[config.mk]
export PLATFORM = sky130hd
export DESIGN_NAME = sys_state_ctrl_flat
export DESIGN_NICKNAME = d
export VERILOG_FILES = /design/src/rtl/sys_state_ctrl_pkg.sv /design/src/rtl/sys_state_ctrl_if.sv /design/src/rtl/sys_state_ctrl_state_timer.sv /design/src/rtl/sys_state_ctrl.sv /design/src/flat_wrapper.sv
export SDC_FILE = /design/constraint.sdc
export NUM_CORES = 1
export LEC_CHECK = 0
export ABC_AREA = 1
export BUFFER_PORTS_ARGS = -buffer_cell sky130_fd_sc_hd__buf_2
export CAP_MARGIN = 20
export CORE_UTILIZATION = 40
export CTS_BUF_LIST = sky130_fd_sc_hd__clkbuf_8 sky130_fd_sc_hd__clkbuf_16
export DETAILED_ROUTE_END_ITERATION = 6
export PLACE_DENSITY = 0.62
export SLEW_MARGIN = 10
export SYNTH_ARGS = -nofsm -noshare
export SYNTH_HDL_FRONTEND = slang
export SYNTH_SLANG_ARGS = --single-unit
[constraint.sdc]
create_clock -name CLK1M -period 2.86 [get_ports CLK1M]
set_clock_uncertainty 0.05 [all_clocks]
set_input_delay 0.286 -clock CLK1M [delete_from_list [all_inputs] [get_ports CLK1M]]
set_output_delay 0.286 -clock CLK1M [all_outputs]
set_load 0.02 [all_outputs]
[src/rtl/sys_state_ctrl_pkg.sv]
// Shared encodings for the ECT system working-state sequencer.
// The LED indicator block imports the same SysStat constants.
package sys_state_ctrl_pkg;

  localparam int TIMER_W = 20;
  localparam int FRAME_W = 16;

  typedef enum logic [1:0] {
    ST_IDLE  = 2'b00,
    ST_CHECK = 2'b01,
    ST_WORK  = 2'b10,
    ST_FAULT = 2'b11
  } sys_stat_e;

  typedef enum logic [1:0] {
    CMD_NOP   = 2'b00,
    CMD_START = 2'b01,
    CMD_STOP  = 2'b10,
    CMD_CLEAR = 2'b11
  } cmd_code_e;

  typedef enum logic [1:0] {
    FC_NONE     = 2'b00,
    FC_CHK_FAIL = 2'b01,
    FC_CHK_TMO  = 2'b10,
    FC_WDOG     = 2'b11
  } fault_code_e;

endpackage

[src/rtl/sys_state_ctrl_if.sv]
// Command, self-check and measurement handshake bundle of the sequencer.
// master = host/decoder side, slave = sys_state_ctrl.
interface sys_state_ctrl_if;
  import sys_state_ctrl_pkg::*;

  logic               CmdValid;
  logic [1:0]         CmdCode;
  logic               CmdReady;
  logic               CmdErr;
  logic               ChkStart;
  logic               ChkDone;
  logic               ChkPass;
  logic               WorkEn;
  logic               FrameDone;
  logic [FRAME_W-1:0] FrameCnt;
  logic [1:0]         SysStat;
  logic               Fault;
  logic [1:0]         FaultCode;

  modport master (
    output CmdValid, CmdCode, ChkDone, ChkPass, FrameDone,
    input  CmdReady, CmdErr, ChkStart, WorkEn, FrameCnt, SysStat, Fault, FaultCode
  );

  modport slave (
    input  CmdValid, CmdCode, ChkDone, ChkPass, FrameDone,
    output CmdReady, CmdErr, ChkStart, WorkEn, FrameCnt, SysStat, Fault, FaultCode
  );

endinterface

[src/rtl/sys_state_ctrl_state_timer.sv]
// Shared state timer: sync clear, saturating count, compare against a terminal value.
module sys_state_ctrl_state_timer
  import sys_state_ctrl_pkg::*;
(
  input  logic               CLK1M,
  input  logic               RST,
  input  logic               clr,
  input  logic [TIMER_W-1:0] term,
  output logic [TIMER_W-1:0] count,
  output logic               hit
);

  logic [TIMER_W-1:0] count_reg;

  always_ff @(posedge CLK1M or negedge RST) begin
    if (!RST) begin
      count_reg <= '0;
    end else if (clr) begin
      count_reg <= '0;
    end else if (count_reg != {TIMER_W{1'b1}}) begin
      count_reg <= count_reg + 1'b1;
    end
  end

  assign count = count_reg;
  assign hit   = (count_reg == term);

endmodule

[src/rtl/sys_state_ctrl.sv]
// ECT system working-state sequencer: IDLE/CHECK/WORK/FAULT with registered outputs.
// Optional frame watchdog in WORK is enabled by defining SYS_WATCHDOG_EN.
module sys_state_ctrl
  import sys_state_ctrl_pkg::*;
#(
  parameter logic [19:0] CHECK_TIMEOUT = 20'd500000,
  parameter logic [19:0] FAULT_HOLD    = 20'd1000000,
  parameter logic [19:0] WD_TIMEOUT    = 20'd200000
) (
  input  logic           CLK1M,
  input  logic           RST,
  sys_state_ctrl_if.slave bus
);

  sys_stat_e          state_reg, state_next;
  fault_code_e        fault_code_reg, fault_code_next;
  logic               cmd_ready_reg;
  logic               cmd_err_reg, cmd_err_next;
  logic               chk_start_reg;
  logic               work_en_reg;
  logic               fault_reg;
  logic [FRAME_W-1:0] frame_cnt_reg;

  logic               cmd_acc;
  cmd_code_e          cmd;
  logic               timer_clr;
  logic [TIMER_W-1:0] timer_term;
  logic [TIMER_W-1:0] timer_count;
  logic               timer_hit;

  assign cmd_acc    = bus.CmdValid && cmd_ready_reg;
  assign cmd        = cmd_code_e'(bus.CmdCode);
  assign timer_term = (state_reg == ST_WORK) ? WD_TIMEOUT : CHECK_TIMEOUT;

  sys_state_ctrl_state_timer u_timer (
    .CLK1M (CLK1M),
    .RST   (RST),
    .clr   (timer_clr),
    .term  (timer_term),
    .count (timer_count),
    .hit   (timer_hit)
  );

  // Next-state decision; an illegal command only raises CmdErr and never blocks events.
  always_comb begin
    state_next      = state_reg;
    fault_code_next = fault_code_reg;
    cmd_err_next    = 1'b0;
    case (state_reg)
      ST_IDLE: begin
        if (cmd_acc && cmd == CMD_START) state_next = ST_CHECK;
        if (cmd_acc && cmd == CMD_CLEAR) cmd_err_next = 1'b1;
      end
      ST_CHECK: begin
        if (cmd_acc && cmd == CMD_STOP) begin
          state_next = ST_IDLE;
        end else begin
          if (cmd_acc && (cmd == CMD_START || cmd == CMD_CLEAR)) cmd_err_next = 1'b1;
          if (bus.ChkDone) begin
            if (bus.ChkPass) begin
              state_next = ST_WORK;
            end else begin
              state_next      = ST_FAULT;
              fault_code_next = FC_CHK_FAIL;
            end
          end else if (timer_hit) begin
            state_next      = ST_FAULT;
            fault_code_next = FC_CHK_TMO;
          end
        end
      end
      ST_WORK: begin
        if (cmd_acc && cmd == CMD_STOP) begin
          state_next = ST_IDLE;
        end else begin
          if (cmd_acc && (cmd == CMD_START || cmd == CMD_CLEAR)) cmd_err_next = 1'b1;
`ifdef SYS_WATCHDOG_EN
          if (timer_hit && !bus.FrameDone) begin
            state_next      = ST_FAULT;
            fault_code_next = FC_WDOG;
          end
`endif
        end
      end
      ST_FAULT: begin
        if (cmd_acc) begin
          if (cmd == CMD_CLEAR && timer_count >= FAULT_HOLD) begin
            state_next      = ST_IDLE;
            fault_code_next = FC_NONE;
          end else if (cmd != CMD_NOP) begin
            cmd_err_next = 1'b1;
          end
        end
      end
      default: state_next = ST_IDLE;
    endcase
  end

`ifdef SYS_WATCHDOG_EN
  assign timer_clr = (state_next != state_reg) || (state_reg == ST_WORK && bus.FrameDone);
`else
  assign timer_clr = (state_next != state_reg);
`endif

  always_ff @(posedge CLK1M or negedge RST) begin
    if (!RST) begin
      state_reg      <= ST_IDLE;
      fault_code_reg <= FC_NONE;
      cmd_ready_reg  <= 1'b0;
      cmd_err_reg    <= 1'b0;
      chk_start_reg  <= 1'b0;
      work_en_reg    <= 1'b0;
      fault_reg      <= 1'b0;
      frame_cnt_reg  <= '0;
    end else begin
      state_reg      <= state_next;
      fault_code_reg <= fault_code_next;
      cmd_ready_reg  <= 1'b1;
      cmd_err_reg    <= cmd_err_next;
      chk_start_reg  <= (state_next == ST_CHECK) && (state_reg != ST_CHECK);
      work_en_reg    <= (state_next == ST_WORK);
      fault_reg      <= (state_next == ST_FAULT);
      // Count restarts on START and again on WORK entry; a frame on the STOP cycle still counts.
      if ((state_reg == ST_IDLE && state_next == ST_CHECK) ||
          (state_reg != ST_WORK && state_next == ST_WORK)) begin
        frame_cnt_reg <= '0;
      end else if (state_reg == ST_WORK && bus.FrameDone &&
                   frame_cnt_reg != {FRAME_W{1'b1}}) begin
        frame_cnt_reg <= frame_cnt_reg + 1'b1;
      end
    end
  end

  assign bus.SysStat   = state_reg;
  assign bus.FaultCode = fault_code_reg;
  assign bus.CmdReady  = cmd_ready_reg;
  assign bus.CmdErr    = cmd_err_reg;
  assign bus.ChkStart  = chk_start_reg;
  assign bus.WorkEn    = work_en_reg;
  assign bus.Fault     = fault_reg;
  assign bus.FrameCnt  = frame_cnt_reg;

endmodule

[src/flat_wrapper.sv]
// flat-port wrapper written by rule: the top's interface ports become plain ports
module sys_state_ctrl_flat import sys_state_ctrl_pkg::*;
#(
  parameter logic [19:0] CHECK_TIMEOUT = 20'd500000,
  parameter logic [19:0] FAULT_HOLD    = 20'd1000000,
  parameter logic [19:0] WD_TIMEOUT    = 20'd200000
)
  (CLK1M, RST, bus_CmdValid, bus_CmdCode, bus_ChkDone, bus_ChkPass, bus_FrameDone, bus_CmdReady, bus_CmdErr, bus_ChkStart, bus_WorkEn, bus_FrameCnt, bus_SysStat, bus_Fault, bus_FaultCode);
  sys_state_ctrl_if bus_i ();
  input  logic CLK1M;
  input  logic RST;
  input wire logic [$bits(bus_i.CmdValid)-1:0] bus_CmdValid;
  input wire logic [$bits(bus_i.CmdCode)-1:0] bus_CmdCode;
  input wire logic [$bits(bus_i.ChkDone)-1:0] bus_ChkDone;
  input wire logic [$bits(bus_i.ChkPass)-1:0] bus_ChkPass;
  input wire logic [$bits(bus_i.FrameDone)-1:0] bus_FrameDone;
  output wire logic [$bits(bus_i.CmdReady)-1:0] bus_CmdReady;
  output wire logic [$bits(bus_i.CmdErr)-1:0] bus_CmdErr;
  output wire logic [$bits(bus_i.ChkStart)-1:0] bus_ChkStart;
  output wire logic [$bits(bus_i.WorkEn)-1:0] bus_WorkEn;
  output wire logic [$bits(bus_i.FrameCnt)-1:0] bus_FrameCnt;
  output wire logic [$bits(bus_i.SysStat)-1:0] bus_SysStat;
  output wire logic [$bits(bus_i.Fault)-1:0] bus_Fault;
  output wire logic [$bits(bus_i.FaultCode)-1:0] bus_FaultCode;
  assign bus_i.CmdValid = bus_CmdValid;
  assign bus_i.CmdCode = bus_CmdCode;
  assign bus_i.ChkDone = bus_ChkDone;
  assign bus_i.ChkPass = bus_ChkPass;
  assign bus_i.FrameDone = bus_FrameDone;
  assign bus_CmdReady = bus_i.CmdReady;
  assign bus_CmdErr = bus_i.CmdErr;
  assign bus_ChkStart = bus_i.ChkStart;
  assign bus_WorkEn = bus_i.WorkEn;
  assign bus_FrameCnt = bus_i.FrameCnt;
  assign bus_SysStat = bus_i.SysStat;
  assign bus_Fault = bus_i.Fault;
  assign bus_FaultCode = bus_i.FaultCode;
  sys_state_ctrl #(.CHECK_TIMEOUT(CHECK_TIMEOUT), .FAULT_HOLD(FAULT_HOLD), .WD_TIMEOUT(WD_TIMEOUT)) u_core (.CLK1M(CLK1M), .RST(RST), .bus(bus_i));
endmodule
Word level (Yosys, flattened, before mapping)
Index checks and enable logic that the tools add are counted.
{ "totals": {"regBits": 45, "latch_bits": 0, "ramBits": 0, "mem_bits_ro": 0, "in_bits": 8, "output_inout_bits": 25, "wordCells": 80, "mem_count": 0} }
{ "classes": {"add_sub_neg": 2, "mul": 0, "n_div": 0, "n_lt_le_gt_ge": 1, "eq_ne": 20, "shift": 0, "muxes": 28, "n_bitwise": 0, "n_reduce_logical": 20} }
{ "op_table": {"columns": ["operator", "count"], "rows": [
  ["$mux W20", 2],
  ["$mux W16", 2],
  ["$mux W2", 13],
  ["$add A20 B1 Y20 const B", 1],
  ["$eq A20 B20 Y1", 1],
  ["$ge A20 B20 Y1 const B", 1],
  ["$ne A20 B20 Y1 const B", 1],
  ["$mux W19", 1],
  ["$add A16 B1 Y16 const B", 1],
  ["$ne A16 B16 Y1 const B", 1],
  ["$eq A2 B2 Y1 const B", 6],
  ["$logic_and A1 B1 Y1", 11],
  ["$pmux W2 S4", 1],
  ["$reduce_bool A2 Y1", 4],
  ["$mux W1", 7],
  ["$eq A2 B1 Y1 const B", 3],
  ["$ne A2 B1 Y1 const B", 3],
  ["$reduce_and A6 Y1", 1],
  ["$ne A2 B2 Y1 const B", 2],
  ["$pmux W2 S2", 1],
  ["$ne A3 B2 Y1 const B", 1],
  ["$ne A3 B3 Y1 const B", 1],
  ["$pmux W1 S3", 1],
  ["$logic_not A2 Y1", 1],
  ["3 further kinds", 4]
]} }

Depth between registers and ports, before layout
{ "depth": {"depth_word": 11, "depth_mapped": 17, "depth_no_buf": 16} }

By module
From an unflattened synthesis, not the netlist that was laid out.
{ "hier_totals": {"cells_unflattened": 427, "area_unflattened_um2": 3096.7} }
{ "modules_own_cells": {"columns": ["module", "instances", "cells_per_inst", "area_each_um2", "seq_area_each_um2"], "rows": [
  ["sys_state_ctrl", 1, 204, 1604.0, 625.6],
  ["sys_state_ctrl_state_timer", 1, 223, 1492.7, 500.5]
]} }

Worst setup path before layout
Ideal clock, no wire load.
{ "synth_timing": {"path_kind": "register to register", "start": "register u_core.state_reg[0], in the netlist u_core.bus.SysStat[0]", "end": "register u_core.frame_cnt_reg[13], in the netlist u_core.bus.FrameCnt[13]", "setup_ps": 121, "arrival_ps": 1993, "required_ps": 2689, "slack_ps": 696, "stages_incl_launch_ff": 16, "n_path_buf": 1, "period_less_slack_ps": 2164, "path_cell_list": "dfrtp_1 inv_1 ha_1 nor2_1 nand3_1 nand2_1 nand3_1 nand3_1 nand2_1 nand2_1 nor2_1 nor2_2 nand3_2 nand2_4 buf_8 nor2_2"} }
{ "synth_via": {"elab_chain_cells": 11, "word_cells_on_any_way": 24, "classes_between": "7 x eq/ne; 10 x mux; 7 x reduce/logical"} }
{ "synth_lines": {"columns": ["element", "line", "rtl"], "rows": [
  ["start: declaration", "sys_state_ctrl.sv:15", "sys_stat_e state_reg, state_next;"],
  ["start signal: assignment", "sys_state_ctrl.sv:116", "state_reg <= state_next;"],
  ["$eq A2 B2 Y1", "sys_state_ctrl.sv:33, sys_state_ctrl.sv:49", null],
  ["$mux W19", "sys_state_ctrl.sv:33", "assign timer_term = (state_reg == ST_WORK) ? WD_TIMEOUT : CHECK_TIMEOUT;"],
  ["$eq A20 B20 Y1", "sys_state_ctrl_state_timer.sv:26", "assign hit = (count_reg == term);"],
  ["$mux W2", "sys_state_ctrl.sv:66", "end else if (timer_hit) begin"],
  ["$mux W2", "sys_state_ctrl.sv:59", "if (bus.ChkDone) begin"],
  ["$mux W2", "sys_state_ctrl.sv:55", "if (cmd_acc && cmd == CMD_STOP) begin"],
  ["$pmux W2 S4 (*)", "sys_state_ctrl.sv:49", "case (state_reg)"],
  ["net u_core.state_next[1]", "sys_state_ctrl.sv:15", null],
  ["$eq A2 B1 Y1 or $eq A2 B2 Y1 (tied branches)", "sys_state_ctrl.sv:124, sys_state_ctrl.sv:125", null],
  ["$logic_and A1 B1 Y1, on equally long branches", "sys_state_ctrl.sv:124, sys_state_ctrl.sv:125", null],
  ["$logic_or A1 B1 Y1 (*)", "sys_state_ctrl.sv:124", "if ((state_reg == ST_IDLE && state_next == ST_CHECK) ||"],
  ["$mux W16 or $reduce_bool A2 Y1 (tied branches)", null, null],
  ["end signal: assignment", "sys_state_ctrl.sv:129", "frame_cnt_reg <= frame_cnt_reg + 1'b1;"],
  ["end: declaration", "sys_state_ctrl.sv:22", "logic [FRAME_W-1:0] frame_cnt_reg;"]
]} }
Mark *: on every way through the listed nets, which the timed path passes. The rest lies on a longest branch.
A chain may end at the register's enable or synchronous reset.

Final worst setup path
{ "layout_timing": {"start": "register u_core.state_reg[0], in the netlist u_core.bus.SysStat[0]", "end": "register u_core.u_timer.count_reg[9], in the netlist u_core.u_timer.count[9]"} }
{ "layout_via": {"elab_chain_cells": 9, "word_cells_on_any_way": 17, "classes_between": "5 x eq/ne; 10 x mux; 2 x reduce/logical"} }
{ "layout_lines": {"columns": ["element", "line", "rtl"], "rows": [
  ["$eq A2 B2 Y1", "sys_state_ctrl.sv:33, sys_state_ctrl.sv:49", null],
  ["$mux W19", "sys_state_ctrl.sv:33", null],
  ["$eq A20 B20 Y1", "sys_state_ctrl_state_timer.sv:26", null],
  ["$mux W2", "sys_state_ctrl.sv:66", null],
  ["$mux W2", "sys_state_ctrl.sv:59", null],
  ["$mux W2", "sys_state_ctrl.sv:55", null],
  ["$pmux W2 S4", "sys_state_ctrl.sv:49", null],
  ["$ne A2 B2 Y1 (*)", "sys_state_ctrl.sv:102", "assign timer_clr = (state_next != state_reg);"],
  ["$mux W20 or $reduce_bool A2 Y1 (tied branches)", null, null],
  ["end signal: assignment", "sys_state_ctrl_state_timer.sv:21", "count_reg <= count_reg + 1'b1;"],
  ["end: declaration", "sys_state_ctrl_state_timer.sv:13", "logic [TIMER_W-1:0] count_reg;"]
]} }
Every way passes the cells marked *; elsewhere a longest branch is shown, timed or not.

==> impl_metrics.ini <==
[floorplanning]
io_pins = 33
coreArea_um2 = 6907
die_w_um = 87.24
fp-row-count = 30
die_area_um2 = 7611
die_h_um = 87.24
initial_utilization_pct = 42.08

[clock_network]
cts-resized-gates = 0
cts_sinks = 45
clock_latency_ns = 0.30
cts.htree.levels = 2
cts.path.max_buffers = 2
path_clk_slew_ns = 0.09
numCtsBuffers = 5
root_buffer = clkbuf_8
cts_tree = done

[layout]
multiInputGateArea_um2 = 1503
seqCellArea_um2 = 1126
final_cells = 521
most-common-layout-cells = 81 x nand2_1, 54 x inv_1, 46 x nor2_1
syn2layout_area_growth_pct = 12.96
fillerInstances = 751
nets = 440
antenna_cells = 0
final_common_cell = nand2_1
drive_gt1_share_pct = 23.29
largest_register_ffs = 20

[placed_design]
pre_cts_slack_ns = 0.3585
dp_cells = 511
hpwlAfterDp_um = 4517
routabilityCongestion = 0.8861
portBuffers = 32

[setup_path]
crit_type = register to register
arrival_ns = 2.67
start_kind = register
reg2reg_depth = 14
path_max_fanout = 20
crit_required_ns = 3.03
cp-end-kind = register

[hold_path]
hold_class = input port to register
worstHoldPathCells = 2

[logic_synthesis]
synth_nets = 403
synth.avg_cell_area_um2 = 7.510
ys_seq_area_share_pct = 38.74
synth_cells = 387
synth_area_um2 = 2907
ys_types = 31
yosys_warnings = 0
synth-seq-cells = 45

[detailed_routing]
drtAntennaViolNets = 0
detail_route.wl_per_cell_um = 11.50
num_vias = 2458
vias_per_cell = 4.718
dr.pass1.iters = 4
route.detailed.drc = 0
drt_iter0_markers = 124
wl_um = 5991

[sta]
fmax_ghz = 0.3992
setup_viol = 0
hold_viol_final = 0
min_period_over_period_pct = 87.59
timing.hold.ws_ns = 0.1371
drv_slew = 0
rsz0062_at_grt = false
min_period_ns = 2.505
slew_headroom_pct = 58.98
fin_setup_tns_ns = 0
worstMarginPinSlew_ns = 0.6131
setup_slack_ns = 0.3549

[outcome]
status = complete, no violations

[global_routing]
grt_pass1_vias = 2332
grt_max_degree = 46
grt_pass1_wl_um = 10500
grt-ovfl-total = 0
grt_usage_pct = 17.48
antenna_found_initial = 0

[job]
cap_violations = 0

[power]
power_per_cell_area_nw_per_um2 = 713.4
p_total_uw = 2342
total_leakage_power_uw = 0.001528
peakVddDrop_mv = 0.5329
## logic make-up after synthesis
group	synth area share, %
AOI/OAI and AO/OA	5.381
xor gates and xnor gates	5.725
adders and majority gates	3.444
buffers and inverters	9.556
DFF	38.74
muxes	0.3444
other	0.1290
and+or+nand+nor	36.68
## layer usage
layer	up-vias	track usage, %	wire, um
met5	-	0	0
met4	0	4.024	55
met3	6	2.844	214
met2	61	28.55	2749
met1	1110	24.28	2972
li1	1281	-	-
## cell type report
type | count | area share, %
Sequential cell | 45 | 34.30
Tap cell | 96 | 3.659
Clock buffer | 5 | 2.096
Multi-Input combinational cell | 278 | 45.77
Clock inverter | 3 | 1.410
Timing Repair Buffer | 35 | 6.021
Inverter | 59 | 6.745
## through the flow
stage                     area, um^2  utilization [%]
after floorplan                 2907                -
after global placement          3138            45.43
after detailed placement        3138            45.43
after CTS                       3253            47.10
after global routing            3283            47.54
final                           3283            47.54
## what timing repair did
action	4_1_cts	5_1_grt
setup endpoints to repair	0	0
hold endpoints to repair	0	12
hold buffers	0	1
buffers inserted	0	0
## synthesized netlist by cell type
cell       count  area [um^2]
nand3_2        6        60.06
ha_1           8        100.1
a21oi_1        7        35.03
nor2_1        46        172.7
nand2_1       81        304.0
inv_1         54        202.7
xnor2_1        2        17.52
nand2_4        2        22.52
o22ai_1        3        18.77
or2_2          1        6.260
inv_2          5        18.77
nor3_1         9        45.04
nor4_1         1        6.260
dfrtp_1       45         1126
o31ai_1        1        7.510
and3_1         1        6.260
buf_8          1        15.01
nor2_2        34        212.7
xor2_1        17        148.9
nand3_1       21        105.1
o21ai_0       11        55.05
o21ai_1        2        10.01
nand2_2        8        50.05
a31oi_2        1        12.51
buf_4          1        7.510
o2111ai_1      2        17.52
buf_6          3        33.78
nand4_1       11        68.82
mux2i_1        1        10.01
conb_1         1        3.750
or2_1          1        6.260
## critical path: stages (launching register included)
cell and delay [ns]:
dfrtp_1 0.45, inv_1 0.18, ha_1 0.26, inv_1 0.09, a21oi_1 0.12, nor2_1 0.06
nand3_1 0.11, nand3_1 0.08, nand2_1 0.11, nand3_2 0.10, nand2_2 0.12, nand2_1 0.06
nand2_1 0.08, nand2_2 0.34, nor2_2 0.19
## power by group
group	switching [uW]	internal (uW)	total [uW]
Clock	229	262	491
Combinational	773	307	1080
Sequential	58.8	713	772
Total	1060	1280	2340
## path summary, 6_finish.rpt
check / to / startpoint / slack, ns
setup / recovery: u_core.u_timer.count[9] / u_core.bus.SysStat[0] / 0.35
hold / removal: u_core.bus.FaultCode[1] / bus_ChkDone / 0.14
setup reg to reg: u_core.u_timer.count[9] / u_core.bus.SysStat[0] / 0.35
hold reg to reg: u_core.bus.FaultCode[0] / u_core.bus.FaultCode[0] / 0.49
max in group asynchronous: u_core.u_timer.count[8] / RST / 1.92
min in group asynchronous: u_core.u_timer.count[16] / RST / 0.36
(Power assumes the default switching activity.)
